===== config.mk =====
export PLATFORM = sky130hd
export DESIGN_NAME = param_step_cpu
export DESIGN_NICKNAME = d
export VERILOG_FILES = /design/src/rtl/param_step_cpu_pkg.sv /design/src/rtl/cpu_alu.sv /design/src/rtl/param_step_cpu.sv
export SDC_FILE = /design/constraint.sdc
export NUM_CORES = 1
export LEC_CHECK = 0
export ABC_CLOCK_PERIOD_IN_PS = 3800
export CAP_MARGIN = 20
export CORE_ASPECT_RATIO = 0.9
export CORE_UTILIZATION = 45
export CTS_BUF_LIST = sky130_fd_sc_hd__clkbuf_4 sky130_fd_sc_hd__clkbuf_8
export DETAILED_ROUTE_END_ITERATION = 16
export PLACE_DENSITY = 0.7
export SYNTH_ARGS = -nofsm -noshare
export SYNTH_HDL_FRONTEND = slang
export SYNTH_HIERARCHICAL = 1
export SYNTH_SLANG_ARGS = --single-unit

===== constraint.sdc =====
create_clock -name clk -period 3.8 [get_ports clk]
set_clock_uncertainty 0.2 [all_clocks]
set_input_delay 0.57 -clock clk [delete_from_list [all_inputs] [get_ports clk]]
set_output_delay 0.57 -clock clk [all_outputs]
set_load 0.01 [all_outputs]

===== src/rtl/param_step_cpu_pkg.sv =====
// Shared opcodes and instruction-field helpers for the step CPU.
package param_step_cpu_pkg;

    localparam logic [3:0] OP_NOP  = 4'h0;
    localparam logic [3:0] OP_LDI  = 4'h1;
    localparam logic [3:0] OP_MOV  = 4'h2;
    localparam logic [3:0] OP_ADD  = 4'h3;
    localparam logic [3:0] OP_SUB  = 4'h4;
    localparam logic [3:0] OP_AND  = 4'h5;
    localparam logic [3:0] OP_XOR  = 4'h6;
    localparam logic [3:0] OP_INC  = 4'h7;
    localparam logic [3:0] OP_DEC  = 4'h8;
    localparam logic [3:0] OP_JMP  = 4'h9;
    localparam logic [3:0] OP_JZ   = 4'hA;
    localparam logic [3:0] OP_JNZ  = 4'hB;
    localparam logic [3:0] OP_JC   = 4'hC;
    localparam logic [3:0] OP_JNC  = 4'hD;
    localparam logic [3:0] OP_CALL = 4'hE;
    localparam logic [3:0] OP_RET  = 4'hF;

    function automatic int unsigned max_w(input int unsigned a, input int unsigned b);
        return (a > b) ? a : b;
    endfunction

    // Instruction layout, LSB first: imm, rs, rd, op.
    function automatic int unsigned rs_lsb(input int unsigned imm_w);
        return imm_w;
    endfunction

    function automatic int unsigned rd_lsb(input int unsigned rsel_w, input int unsigned imm_w);
        return imm_w + rsel_w;
    endfunction

    function automatic int unsigned op_lsb(input int unsigned rsel_w, input int unsigned imm_w);
        return imm_w + 2 * rsel_w;
    endfunction

endpackage


===== src/rtl/cpu_alu.sv =====
// Combinational ALU for opcodes ADD..DEC; result, zero and carry/borrow.
module cpu_alu
    import param_step_cpu_pkg::*;
#(
    parameter int unsigned DATA_W = 4
) (
    input  logic [3:0]        op_i,
    input  logic [DATA_W-1:0] a_i,
    input  logic [DATA_W-1:0] b_i,
    output logic [DATA_W-1:0] result_o,
    output logic              zf_o,
    output logic              cf_o
);

    logic [DATA_W:0]   wide;
    logic [DATA_W-1:0] res;
    logic              cf;

    // Compute result and carry; the extra bit of 'wide' holds carry/borrow.
    always_comb begin
        res  = a_i;
        cf   = 1'b0;
        wide = '0;
        case (op_i)
            OP_ADD: begin
                wide = {1'b0, a_i} + {1'b0, b_i};
                res  = wide[DATA_W-1:0];
                cf   = wide[DATA_W];
            end
            OP_SUB: begin
                wide = {1'b0, a_i} - {1'b0, b_i};
                res  = wide[DATA_W-1:0];
                cf   = wide[DATA_W];
            end
            OP_AND: res = a_i & b_i;
            OP_XOR: res = a_i ^ b_i;
            OP_INC: begin
                res = a_i + DATA_W'(1);
                cf  = (res == '0);
            end
            OP_DEC: begin
                res = a_i - DATA_W'(1);
                cf  = &res;
            end
            default: ;
        endcase
    end

    assign result_o = res;
    assign cf_o     = cf;
    assign zf_o     = (res == '0);

endmodule


===== src/rtl/param_step_cpu.sv =====
// Accumulator-style teaching CPU: register file, Z/C flags, return stack,
// one instruction per step pulse or continuous in run mode.
module param_step_cpu
    import param_step_cpu_pkg::*;
#(
    parameter int unsigned DATA_W      = 4,
    parameter int unsigned PC_W        = 4,
    parameter int unsigned NREGS       = 4,
    parameter int unsigned STACK_DEPTH = 2,
    localparam int unsigned RSEL_W     = $clog2(NREGS),
    localparam int unsigned IMM_W      = max_w(DATA_W, PC_W),
    localparam int unsigned INSTR_W    = 4 + 2 * RSEL_W + IMM_W,
    localparam int unsigned SP_W       = $clog2(STACK_DEPTH + 1)
) (
    input  logic                    clk,
    input  logic                    reset_n,
    input  logic                    step_req,
    input  logic                    run_mode,
    output logic [PC_W-1:0]         rom_addr,
    input  logic [INSTR_W-1:0]      rom_data,
    output logic [NREGS*DATA_W-1:0] regs_flat,
    output logic [PC_W-1:0]         pc,
    output logic                    zf,
    output logic                    cf,
    output logic                    halted,
    output logic                    fault,
    output logic [SP_W-1:0]         sp
);

    localparam int unsigned RD_LSB = rd_lsb(RSEL_W, IMM_W);
    localparam int unsigned RS_LSB = rs_lsb(IMM_W);
    localparam int unsigned OP_LSB = op_lsb(RSEL_W, IMM_W);
    localparam int unsigned STK_IW = (STACK_DEPTH > 1) ? $clog2(STACK_DEPTH) : 1;

    localparam logic [1:0] StIdle = 2'd0;
    localparam logic [1:0] StExec = 2'd1;
    localparam logic [1:0] StStop = 2'd2;

    logic [1:0]        state_q, state_d;
    logic [PC_W-1:0]   pc_q, pc_d;
    logic              zf_q, zf_d, cf_q, cf_d;
    logic              halted_q, halted_d, fault_q, fault_d;
    logic [SP_W-1:0]   sp_q;
    logic [DATA_W-1:0] regs_q  [NREGS];
    logic [PC_W-1:0]   stack_q [STACK_DEPTH];

    logic [3:0]        op;
    logic [RSEL_W-1:0] rd_idx, rs_idx;
    logic [IMM_W-1:0]  imm;
    logic [DATA_W-1:0] imm_data, opa, opb, alu_res, reg_wdata;
    logic [PC_W-1:0]   target, pc_inc;
    logic              alu_zf, alu_cf, reg_we, push, pop, take, sp_full;
    logic [SP_W-1:0]   sp_dec;
    logic [STK_IW-1:0] push_idx, pop_idx;

    assign op       = rom_data[OP_LSB +: 4];
    assign rd_idx   = rom_data[RD_LSB +: RSEL_W];
    assign rs_idx   = rom_data[RS_LSB +: RSEL_W];
    assign imm      = rom_data[IMM_W-1:0];
    // Immediate bits above the data/pc width are simply dropped.
    assign imm_data = imm[DATA_W-1:0];
    assign target   = imm[PC_W-1:0];
    assign opa      = regs_q[rd_idx];
    assign opb      = regs_q[rs_idx];
    assign pc_inc   = pc_q + PC_W'(1);
    assign sp_full  = (sp_q == SP_W'(STACK_DEPTH));
    assign sp_dec   = sp_q - SP_W'(1);
    assign push_idx = sp_q[STK_IW-1:0];
    assign pop_idx  = sp_dec[STK_IW-1:0];

    cpu_alu #(
        .DATA_W (DATA_W)
    ) u_alu (
        .op_i     (op),
        .a_i      (opa),
        .b_i      (opb),
        .result_o (alu_res),
        .zf_o     (alu_zf),
        .cf_o     (alu_cf)
    );

    // Sequencing and execute: all architectural updates resolved here, committed in EXEC.
    always_comb begin
        state_d   = state_q;
        pc_d      = pc_q;
        zf_d      = zf_q;
        cf_d      = cf_q;
        halted_d  = halted_q;
        fault_d   = fault_q;
        reg_we    = 1'b0;
        reg_wdata = alu_res;
        push      = 1'b0;
        pop       = 1'b0;
        take      = 1'b0;
        unique case (state_q)
            StIdle: begin
                if (run_mode || step_req) state_d = StExec;
            end
            StExec: begin
                state_d = StIdle;
                pc_d    = pc_inc;
                case (op)
                    OP_LDI: begin
                        reg_we    = 1'b1;
                        reg_wdata = imm_data;
                    end
                    OP_MOV: begin
                        reg_we    = 1'b1;
                        reg_wdata = opb;
                    end
                    OP_ADD, OP_SUB, OP_AND, OP_XOR, OP_INC, OP_DEC: begin
                        reg_we = 1'b1;
                        zf_d   = alu_zf;
                        cf_d   = alu_cf;
                    end
                    OP_JMP, OP_CALL: take = 1'b1;
                    OP_JZ:           take = zf_q;
                    OP_JNZ:          take = ~zf_q;
                    OP_JC:           take = cf_q;
                    OP_JNC:          take = ~cf_q;
                    OP_RET: begin
                        if (sp_q == '0) begin
                            pc_d    = pc_q;
                            fault_d = 1'b1;
                            state_d = StStop;
                        end else begin
                            pop  = 1'b1;
                            pc_d = stack_q[pop_idx];
                        end
                    end
                    default: ;
                endcase
                // Only taken transfers can halt; an untaken self-jump falls through.
                if (take) begin
                    if (target == pc_q) begin
                        pc_d     = pc_q;
                        halted_d = 1'b1;
                        state_d  = StStop;
                    end else if (op == OP_CALL && sp_full) begin
                        pc_d    = pc_q;
                        fault_d = 1'b1;
                        state_d = StStop;
                    end else begin
                        pc_d = target;
                        push = (op == OP_CALL);
                    end
                end
            end
            StStop: ;
            default: state_d = StIdle;
        endcase
    end

    // Architectural state and FSM registers.
    always_ff @(posedge clk or negedge reset_n) begin
        if (!reset_n) begin
            state_q  <= StIdle;
            pc_q     <= '0;
            zf_q     <= 1'b0;
            cf_q     <= 1'b0;
            halted_q <= 1'b0;
            fault_q  <= 1'b0;
        end else begin
            state_q  <= state_d;
            pc_q     <= pc_d;
            zf_q     <= zf_d;
            cf_q     <= cf_d;
            halted_q <= halted_d;
            fault_q  <= fault_d;
        end
    end

    // Register file write port.
    always_ff @(posedge clk or negedge reset_n) begin
        if (!reset_n) begin
            for (int r = 0; r < NREGS; r++) regs_q[r] <= '0;
        end else if (reg_we) begin
            regs_q[rd_idx] <= reg_wdata;
        end
    end

    // Return stack: push stores the return address at sp, pop reads sp-1.
    always_ff @(posedge clk or negedge reset_n) begin
        if (!reset_n) begin
            sp_q <= '0;
            for (int s = 0; s < STACK_DEPTH; s++) stack_q[s] <= '0;
        end else if (push) begin
            stack_q[push_idx] <= pc_inc;
            sp_q              <= sp_q + SP_W'(1);
        end else if (pop) begin
            sp_q <= sp_dec;
        end
    end

    for (genvar g = 0; g < NREGS; g++) begin : g_flat
        assign regs_flat[g*DATA_W +: DATA_W] = regs_q[g];
    end

    assign rom_addr = pc_q;
    assign pc       = pc_q;
    assign zf       = zf_q;
    assign cf       = cf_q;
    assign halted   = halted_q;
    assign fault    = fault_q;
    assign sp       = sp_q;

endmodule

==> results of run 1 <==
[report_power, final]
group / leakage [nW] / internal [mW] / switching (mW)
Sequential: 0.446 / 0.554 / 0.196
Combinational: 1.16 / 1.03 / 0.870
Clock: 0.0586 / 0.202 / 0.139
[metrics by stage]
stage | hold WS (ps) | setup WS [ps] | area (µm²) | setup TNS [ps] | util, %
after floorplan | 74.4 | 120 | 3090 | 0 | -
after global placement | 265 | -348 | 3800 | -3610 | 57.7
after detailed placement | 276 | -415 | 3800 | -4530 | 57.7
after CTS | 291 | 195 | 3920 | 0 | 59.5
after global routing | 311 | -17.2 | 3930 | -36.8 | 59.6
final | 296 | 157 | 3930 | 0 | 59.6
[synthesized netlist by cell type (all sizes together), types with 7 or more instances]
| master | number |
|---|---|
| dfrtp | 36 |
| nand2 | 11 |
| inv | 15 |
| buf | 15 |
| mux2i | 9 |
| mux4 | 8 |
| nor2 | 18 |
| ha | 15 |
| o21ai | 14 |
| a21oi | 15 |
| nand3 | 7 |
| mux2 | 29 |
| nand2b | 12 |
| xor2 | 7 |
| clkbuf | 7 |
[timing repair]
item	in CTS	in global routing
pin swaps	0	0
gates resized for setup	3	1
endpoints found under the setup margin	6	1
endpoints found under the hold margin	0	0
[worst reg2reg max path, stage by stage, from the launching register on]
cell and delay [ps]:
dfrtp_1 420, mux4_2 520, ha_1 250, fa_1 420
and3b_1 180, o21ai_0 180, nor4bb_4 340, nor2_1 100
nand2b_1 150, o31ai_1 60, a21oi_1 150, mux2_2 290
[cells by family (layout without fill, tap and decap cells)]
family                   Yosys count  after routing
AND/OR/NAND/NOR                   94             94
buffers and inverters             37            103
flip-flops                        36             36
adder cells (fa/ha/maj)           17             17
multiplexers                      46             46
XOR/XNOR                          11             11
AO/OA/AOI/OAI                     68             68
[registers in the layout, indices dropped and copies added (netlist names)]
| register | cells |
|---|---|
| regs_flat | 16 |
| stack_q | 8 |
| pc | 4 |
| sp | 2 |
| state_q | 2 |
| cf | 1 |
| fault | 1 |
| halted | 1 |
| zf | 1 |
[cell type report]
cell class              count  share of cell area, %
clock buffers               6                   1.94
clock inverters             2                  0.893
inverters                  15                   1.43
multi-input cells         236                   51.5
flip-flops and latches     36                   23.0
well taps                  90                   2.87
repair buffers             80                   18.4
[metal layers]
metal | vias to the layer above | share of wire (%) | global-route usage (%)
met3 | 8 | 5.9 | 3.49
li1 | 1276 | - | -
met1 | 1312 | 45 | 31.7
met5 | - | 0 | 0
met2 | 79 | 48 | 37.5
met4 | 0 | 0.72 | 4.13
[layout by cell type, fill, tap and decap left out, types with 8 or more instances in the layout]
| cell | instances |
|---|---|
| ha_1 | 15 |
| dfrtp_1 | 36 |
| inv_1 | 15 |
| mux2i_1 | 9 |
| nand2_1 | 11 |
| buf_4 | 34 |
| mux2_2 | 29 |
| clkdlybuf4s50_1 | 43 |
| nand2b_1 | 12 |
| mux4_2 | 8 |
| o21ai_0 | 8 |
| nor2_1 | 16 |
| a21oi_1 | 15 |
[worst max path at each step]
stage	startpoint	endpoint	slack [ps]	cells past startpoint
6_report	rom_data[7]	regs_flat[5]	160	12
3_5_place_dp	rom_data[6]	regs_flat[5]	-410	12
3_3_place_gp	rom_data[6]	regs_flat[1]	-350	12
2_1_floorplan	rom_data[6]	regs_flat[1]	120	15
4_1_cts	rom_data[7]	regs_flat[5]	200	12
5_1_grt	rom_data[7]	regs_flat[5]	-20	12
==> flow_results.org, run 1 <==
** Pwr
- Overall Power :: 2.99 mW
- For this design the ratio of total power to cell area is 763 mW/mm².
- For this design the static power due to leakage is 1.67 nW.
- VDD sags by at most 0.000370 V.

** Setup path
- Largest incremental delay on the critical path :: 560 ps
- Counting both buffers and inverters, the worst setup path holds a total of 1.
- The setup path with the least slack is of type primary input to register.
- Crit path cell chain :: clkdlybuf4s50_1 > mux4_2 > ha_1 > fa_1 > and3b_1 > o21ai_0 > nor4bb_4 > nor2_1 > nand2b_1 > o31ai_1 > a21oi_1 > mux2_2
- Data arrives at the worst endpoint at 3610 ps.
- The setup check on the worst reg-to-reg path leaves a slack of 430 ps.
- In this run the critical register-to-register path is captured at regs_flat[5].
- Type of origin of the critical path :: primary input
- Largest fanout on the critical path :: 4
- Worst-path cell with the longest stage delay :: clkdlybuf4s50_1
- Setup crit end kind :: register
- Required time of the critical path :: 3770 ps
- Worst Reg2Reg Path Length in Cells :: 11
- The startpoint identified for the worst register-to-register timing path is regs_flat[12].
- The cell family contributing the most delay on the critical path is simple AND/OR/NAND/NOR gates.

** Global route
- Global routing finished with a remaining overflow of 0.
- Total routing usage reported by global routing :: 22.8%
- The first global-routing pass estimated 12.5 mm of wire.
- The number of global-route vias before repair came to 2495.
- Largest net degree at the start of global routing :: 37
- The number of antenna violations at the first check in global routing came to 0.

** Clocking
- For the worst-skew pair, the clock arrives at the later sink with an insertion delay of 290 ps.
- After clock tree synthesis, the clock-pin slew on the worst setup and hold paths is 70 ps.
- Clock tree synthesis inserted a total of 5 buffers.
- Sinks on Clock Net :: 36
- Buffers inserted to repair hold after CTS numbered 0.
- Maximum clock insertion buffer count :: 2
- The H-tree was split into 2 levels.
- TritonCTS built the clock tree.
- Number of buffers inserted to repair setup after CTS :: 0
- CTS root buffer :: clkbuf_8

** Hold path
- Counting instances, the worst hold path has a depth of 1.
- Hold crit path type :: register to register
- The worst hold path begins at fault.
- The path with the worst hold slack has its endpoint at fault.

** Route
- In the routed layout, each cell is associated on average with a via count of 5.75.
- In this run the remaining antenna-violating nets after routing total 0.
- Before antenna repair, the detailed router went through 4 iterations.
- Summed over all layers, the routed wires come to 7.80 mm.
- Initial DRC Count :: 166
- In the final routed layout, each cell accounts on average for 16.8 µm.
- The routed layout has 2675 vias.
- Post-route DRC violation count :: 0

** Placed design
- The HPWL after detailed placement is 5.94 mm.
- Routability-driven placement finished with a final weighted congestion of 0.891.
- Including well taps, the total number of placed cells is 457.
- Number of I/O port buffers :: 45

** Timing
- For this run, the top clock speed supported by timing is 275 MHz.
- Final Slew Violations :: 0
- Counting I/O delays and the setup requirement, the final critical path takes 3640 ps.
- Final Hold Violating Endpoints :: 0
- For the pin with the worst max-slew slack, the measured transition is 543 ps.
- Headroom to the max-slew limit came out at 63.8%.
- Setup violations remaining at the end of the flow were counted as 0.
- Tcrit/Tclk final :: 95.9%

** Yosys
- Summing the areas of all compound-gate instances in the mapped netlist gives 15.4% of the synthesized area.
- Number of warning messages in the yosys log :: 6
- Xor and xnor area share after synthesis :: 3.12%
- For this run, asynchronously set or reset flops after synthesis account for 100%.
- After synthesis, the largest family of logic cells by area is simple AND/OR/NAND/NOR gates.
- Cell type contributing the most total cell area after synthesis :: dfrtp_1
- In the synthesized netlist the dominant register cell turns out to be dfrtp_1.
- In this run the cell area of the synthesized design comes to 0.00308 mm².
- Count of flip-flops with a built-in enable after synthesis :: 0
- Share of the synthesized area in the top cell type :: 29.2%
- Multiplexer share of the synthesized area :: 19.4%
- Synthesis inferred 36 register bits.
- Sorting the synthesized cells by area gives the leading types as dfrtp_1 29%, mux2_2 11%, ha_1 6.1%.
- After synthesis, flip-flops and latches occupy 29.2% of the total area.
- Avg Inst Size Synth :: 9.98 µm²
- Synthesis produced a netlist with a net count of 342.
- Synthesis instantiated 69 different standard cells from the library.
- The synthesized netlist devotes 19.8% of its cell area to simple gates.
- Fraction of the mapped netlist area in adder cells :: 7.38%
- Number of standard cells after synthesis :: 309

** Floorplanning
- Height of the die :: 80.5 µm
- The die covers 0.00719 mm².
- In this run the horizontal extent of the chip is 89.3 µm.
- The region available for standard cell placement spans 0.00659 mm².
- For this configuration, the core starts out at a cell density of 46.8%.
- In this run the core area contains 28 standard-cell rows.
- For this design the top-level I/O count stands at 46.

** Finish
- Fill cells :: 590
- 0 antenna diodes ended up in the layout.
- Multi-input gate area :: 0.00202 mm²
- For this run, the number of standard cells in the final layout without fillers is 465.
- Footprint of the flip-flops and latches :: 901 µm²
- Cells with a size suffix above 1 make up 27.2% of the layout.
- Final net count :: 407
- Post-synthesis to final-layout area growth :: 27.3%

** Status
- The flow ran to the end, and the final reports show no timing, DRC or antenna violations.

** Flow run
- The tool flagged a number of max-cap violations equal to 0.
No activity file was read; power rests on OpenSTA's default activity.
==> run 2, diff against run 1 <==
- REMOVE_ABC_BUFFERS: not set -> 1
==> flow_results.org, run 2 (synthesized netlist as in run 1, its figures left out) <==
** Status
- Outcome :: finished, final reports clean

** Global route
- First-pass GRT wire length :: 13.0 mm
- Overflow left after global routing :: 0
- Vias in the first global route :: 2601
- Entering global routing, the biggest net connects 37 pins.
- Total routing usage reported by global routing :: 24.0%
- Initial antenna violation count :: 0

** Pwr
- Pwr Density :: 760 mW/mm²
- Fraction of power consumed by combinational cells :: 64.4%
- Relative contribution of the clock network to total power :: 10.1%
- Registers are responsible for 25.5% of the overall power.
- In this run the static leakage power is 1.66 nW.
- Internal power comes to 1.74 mW.
- Power spent charging and discharging nets :: 1.22 mW
- Peak supply drop :: 0.000505 V
- Fraction of power spent switching nets :: 41.3%

** Finish
- Commonest non-fill, non-tap cell in the layout :: clkdlybuf4s50_1
- At the end of the flow, the number of nets in the layout was 406.
- With fillers left out, the area of the finished cells amounts to 0.00389 mm².
- Count of inserted antenna diode cells :: 0
- Share of the core filled with cells :: 59.1%
- The area growth from synthesis to layout is 26.2%.
- The layout has 623 filler cells.
- The post-route netlist has 27.9% of its cells at a drive strength greater than 1.
- In the layout the commonest cells are 42 x clkdlybuf4s50_1, 36 x dfrtp_1, 34 x buf_4.
- Non-filler cells, final :: 463
- The register with the most flip-flops in the layout has 16 of them.

** Route
- Post-route DRC violation count :: 0
- In the final routed layout, each cell accounts on average for 17.2 µm.
- Drt via density :: 5.72
- Before antenna repair, the detailed router went through 4 iterations.
- Count of antenna-violating nets left after detailed routing :: 0
- For this block, the via count after detailed routing is 2650.
- For this block, the initial DRC count from the detailed router was 139.
- Wires add up to 7.96 mm.

** Timing
- After layout, the minimum clock period comes to 3620 ps.
- The final critical path takes up 95.2% of the cycle.
- Setup total negative slack on the finished layout was measured at 0 ps.
- The final hold violation count was 0.
- Setup WS post-layout :: 182 ps
- Setup violations remaining at the end of the flow were counted as 0.
- At the pin with the least slew margin, the transition time is 815 ps.
- Final Slew Violations :: 0
- Max Clock Freq :: 276 MHz
- Measured against its own limit, the worst slew margin works out to 45.7%.
- Setup repair after global routing left no endpoint under its margin.

** Clocking
- The clock net in this run drives a total of 36 sinks.
- At the later pin of the worst-skew pair, clock insertion delay measures 290 ps.
- In this run the deepest clock path goes through 2 buffers.
- In this run the clock root is driven by a clkbuf_8.
- Clock-pin slew was measured on the worst setup and hold paths at 80 ps.
- Number of buffers added to fix hold violations after cts :: 0
- TritonCTS built the clock tree.
- Deepest level of the CTS H-tree :: 2
- The number of clock buffers added by TritonCTS is 5.

** Placed design
- Global placement routability congestion :: 0.931
- Worst slack, placed :: -441 ps
- Number of I/O port buffers :: 45
- Once placement finished, the instance area stood at 0.00378 mm².
- Once placement completed, the tool counted placed cells totaling 456.
- DPL Wire Length :: 6.14 mm

** Floorplanning
- Placement Rows :: 28
- The die covers 0.00719 mm².
- Number of top-level pins :: 46
- The core region is 0.00659 mm².
- In this run the horizontal extent of the chip is 89.3 µm.
- Starting density of the core :: 46.8%
- Height of the die :: 80.5 µm

** Setup path
- Traced cell by cell, the critical path runs through clkdlybuf4s50_1 > mux4_2 > buf_4 > inv_1 > ha_1 > inv_1 > fa_1 > inv_1 > o32ai_1 > nor4bb_2 > nor2_1 > nand2b_1 > o31ai_1 > a21oi_1 > mux2_2.
- Largest incremental delay on the critical path :: 570 ps
- Worst-path cell with the longest stage delay :: clkdlybuf4s50_1
- Of all nets on the critical path, the largest fanout is 4.
- Most prevalent standard cell on the critical path :: inv_1
- Setup crit end kind :: register
- Required time of the critical path :: 3780 ps
- Critical path type :: primary input to register
- Type of origin of the critical path :: primary input
- Arr. time, crit path :: 3600 ps

** Hold path
- Hold crit path type :: primary input to async pin

** Flow run
- Max_cap viols :: 0
## run 2: critical path: cells and delay by family
kind            cells  cell delay (ps)
compound gates      3              290
fa+ha+maj           2              620
buf+inv             5              920
mux                 2              640
simple gates        3              560
## run 2: worst paths after layout
check / startpoint / to / slack, ps / cells past startpoint
worst min-delay path: reset_n / stack_q[7] / 170 / 1
min in group clk: halted / halted / 290 / 1
worst max register to register: regs_flat[0] / regs_flat[5] / 460 / 14
worst max-delay path: rom_data[7] / regs_flat[5] / 180 / 15
max in group asynchronous: reset_n / regs_flat[8] / 2710 / 1
worst min register to register: halted / halted / 290 / 1
## run 2: final cells by class
type | count | area, µm² | share of cell area (%)
inverter | 15 | 56.3 | 1.45
sequential | 36 | 901 | 23.1
multi-input combinational | 236 | 2020 | 52.0
tap | 90 | 113 | 2.89
timing repair buffer | 79 | 702 | 18.0
clock buffer | 7 | 96.3 | 2.48
## run 2: per-layer routing
metal | GRT usage [%] | up-vias | share of wire [%] | wire length [µm]
met3 | 4.32 | 8 | 3.3 | 260
li1 | - | 1272 | - | -
met4 | 5.24 | 0 | 1.3 | 103
met5 | 0 | - | 0 | 0
met2 | 39.5 | 59 | 48 | 3800
met1 | 32.8 | 1311 | 48 | 3800
## run 2: through the flow
stage                     hold slack, ps  power, mW
final                                166       2.96
after CTS                            200       2.94
after global placement               274       2.58
after detailed placement             275       2.63
after floorplan                     74.4       1.78
after global routing                 234       3.18
## run 2: repair_timing
item                       in CTS  in global routing
resized for setup               2                  4
pin swaps                       2                  1
setup buffers                   0                  0
setup endpoints to repair      12                 17
## run 2: power groups by stage
stage	combinational, mW	sequential (mW)	clock [mW]
3_5_place_dp	1.87	0.757	0
3_3_place_gp	1.83	0.751	0
5_1_grt	2.09	0.781	0.319
2_1_floorplan	1.01	0.770	0
4_1_cts	1.89	0.754	0.304
6_report	1.90	0.755	0.300
==> run 3, diff against run 2 <==
- PLACE_DENSITY: 0.7 -> 0.71
- SYNTH_HIERARCHICAL: 1 -> not set
==> flow_results.org, run 3 <==
** Pwr
- IR analysis of the VDD net gives a maximum drop of 0.000442 V.
- Relative contribution of the clock network to total power :: 12.4%
- The analysis attributes to cell leakage a power of 1.53 nW.
- Power spread over the standard cell area amounts to 754 mW/mm².
- Power spent charging and discharging nets :: 1.14 mW
- Int Pwr :: 1.62 mW
- Net switching is 41.4% of the power.
- Sequential cells account for 26.8% of the total power.
- Fraction of power consumed by combinational cells :: 60.8%

** Yosys
- Count of flip-flops with a built-in enable after synthesis :: 0
- Number of standard cells after synthesis :: 313
- Post-synth top cells :: 36 x dfrtp_1, 25 x nor2_1, 21 x nand2_1
- Among all cell types in the netlist, the one instantiated most often is dfrtp_1.
- Mapped Area :: 0.00288 mm²
- Post-synthesis sequential element count :: 36
- Portion of the post-synthesis area used by sequential elements :: 31.3%
- Summed over all instances, the cell type with the most area after synthesis is dfrtp_1.
- Netlist cell types :: 64
- After synthesis, the share of flip-flops with an asynchronous set or reset is 100%.
- Top cells by area in the synthesized netlist :: dfrtp_1 31%, mux4_2 6.3%, ha_1 6.1%
- Share of the synthesized area in the top cell type :: 31.3%
- Avg Inst Size Synth :: 9.21 µm²
- The most used flip-flop cell after synthesis is dfrtp_1.
- Yosys printed 0 warnings.

** Timing
- Sum Neg Setup Slack :: 0 ps
- In this run the tightest slew margin relative to its limit is 45.4%.
- The final hold violation count came to 0.
- Setup WS post-layout :: 144 ps
- For the pin with the worst max-slew slack, the measured transition is 819 ps.
- After layout, the worst path uses 96.2% of the clock period.
- Static timing analysis puts the maximum clock frequency at 273 MHz.
- Final Slew Violations :: 0
- After layout, the minimum clock period comes to 3660 ps.
- Setup violations remaining at the end of the flow were counted as 0.

** Floorplanning
- The floorplan has 27 rows.
- 46 I/O pins were placed.
- Height of the die :: 77.9 µm
- Core box area :: 0.00615 mm²
- Die width :: 86.4 µm
- Die Area :: 0.00673 mm²
- The initial utilization of the core area, before any placement, comes to 46.9%.

** Clocking
- Sinks on Clock Net :: 36
- Counting along the longest clock path gives a buffer depth of 2.
- TritonCTS built the clock tree.
- Number of buffers inserted to repair setup after CTS :: 0
- Hold repair after CTS inserted 0 buffers.
- Deepest level of the CTS H-tree :: 2
- After clock tree synthesis, the repair step resized 0 gates.
- The later pin in the worst-skew pair is clocked with a latency of 300 ps.
- Inserted Clock Buffers :: 5
- Clock tree synthesis selected as its root buffer the cell clkbuf_8.
- After clock tree synthesis, the clock-pin slew on the worst setup and hold paths is 70 ps.

** Route
- Vias :: 2562
- Before antenna repair, the detailed router went through 4 iterations.
- DRT Wirelength :: 7.52 mm
- WL per Instance :: 16.4 µm
- After the first detailed-routing iteration, the DRC count stood at 231.
- The count of nets left with antenna violations once routing finished came out at 0.
- Post-route DRC violation count :: 0
- After detailed routing, the number of vias per cell comes to 5.57.

** Setup path
- The slowest stage of the critical path belongs to the cell mux4_2.
- For flop-to-flop paths, the worst setup slack is 540 ps.
- Arr. time, crit path :: 3640 ps
- The worst setup path is launched from a primary input.
- Setup crit end kind :: register
- Data on the critical path is required at its endpoint by 3780 ps.
- Crit path buffers/inverters :: 1
- Worst reg2reg startpoint :: regs_flat[0]
- Largest fanout on the critical path :: 4
- Largest incremental delay on the critical path :: 530 ps
- The signal on the critical path passes through clkdlybuf4s50_1 > mux4_2 > ha_1 > fa_1 > xnor2_1 > a222oi_1 > o211ai_1 > a21oi_1 > o32ai_1 > mux2_1.
- Start point of the critical path :: rom_data[4]
- Critical path type :: primary input to register
- Cell family with the largest share of critical-path delay :: compound AO/OA/AOI/OAI gates

** Finish
- Commonest non-fill, non-tap cell in the layout :: clkdlybuf4s50_1
- Summing all non-filler instances in the final layout gives an area of 0.00366 mm².
- Count of inserted antenna diode cells :: 0
- At the end of the flow the core is filled with cells to 59.5%.
- Commonest cells after routing, fill and taps aside :: 44 x clkdlybuf4s50_1, 36 x dfrtp_1, 27 x buf_4
- Max FFs per register :: 16
- After the last flow step, the layout net total stands at 404.
- Share of cells above drive strength 1 :: 17.2%
- Post-synthesis to final-layout area growth :: 26.9%
- Fill cells :: 543

** Hold path
- The worst hold path belongs to the class primary input to async pin.

** Global route
- Global routing consumed, over all layers together, 23.6% of the routing resources.
- Largest net degree at the start of global routing :: 37
- Overflow left after global routing :: 0
- The first global-routing pass estimated 12.6 mm of wire.
- Initial antenna violation count :: 0
- Vias in the first global route :: 2521

** Status
- Outcome :: finished, final reports clean

** Placed design
- Global placement routability congestion :: 0.924
- Port buffering added 45 buffers.
- Post-detailed-placement cell area :: 0.00354 mm²
- The wire-length estimate of the detail-placed layout is 5.67 mm.
- Worst slack, placed :: -104 ps

** Flow run
- Max_cap viols :: 0
[run 3: worst paths after layout]
kind	cells after the start	endpoint
setup / recovery	10	regs_flat[6]
hold / removal	1	regs_flat[5]
setup reg to reg	9	regs_flat[6]
hold reg to reg	1	fault
max in group asynchronous	1	cf
min in group clk	1	fault
[run 3: per-layer routing]
metal / wire length (µm) / vias to the layer above / global-route usage [%]
li1: - / 1250 / -
met1: 3500 / 1212 / 33.0
met2: 3510 / 84 / 37.9
met3: 386 / 16 / 3.83
met4: 120 / 0 / 6.50
met5: 0 / - / 0
[run 3: cells by family (layout without fill, tap and decap cells)]
logic type | after synthesis | after routing | share of synthesized area [%]
simple gates | 98 | 98 | 17.4
compound gates | 82 | 82 | 19.1
buf+inv | 37 | 97 | 5.73
flops | 36 | 36 | 31.3
mux | 29 | 29 | 14.5
fa+ha+maj | 16 | 16 | 7.47
xor+xnor | 15 | 15 | 4.56
[run 3: power by group through the flow]
stage | clock [mW] | combinational (mW) | sequential, mW
2_1_floorplan | 0 | 0.908 | 0.760
3_3_place_gp | 0 | 1.63 | 0.735
3_5_place_dp | 0 | 1.65 | 0.738
4_1_cts | 0.348 | 1.66 | 0.735
5_1_grt | 0.363 | 1.83 | 0.763
6_report | 0.343 | 1.68 | 0.738
[run 3: through the flow]
stage | instances | hold WS [ps] | total power [mW]
2_1_floorplan | 293 | 74.4 | 1.67
3_3_place_gp | 452 | 242 | 2.36
3_5_place_dp | 452 | 261 | 2.39
4_1_cts | 460 | 188 | 2.75
5_1_grt | 460 | 231 | 2.96
6_report | 460 | 165 | 2.76
[run 3: cell type report]
type	count	area, µm²	area share, %
Clock inverter	3	42.5	1.16
Inverter	17	63.8	1.75
Tap cell	87	109	2.98
Timing Repair Buffer	72	648	17.7
Multi-Input combinational cell	240	1820	49.9
Clock buffer	5	68.8	1.88
Sequential cell	36	901	24.6
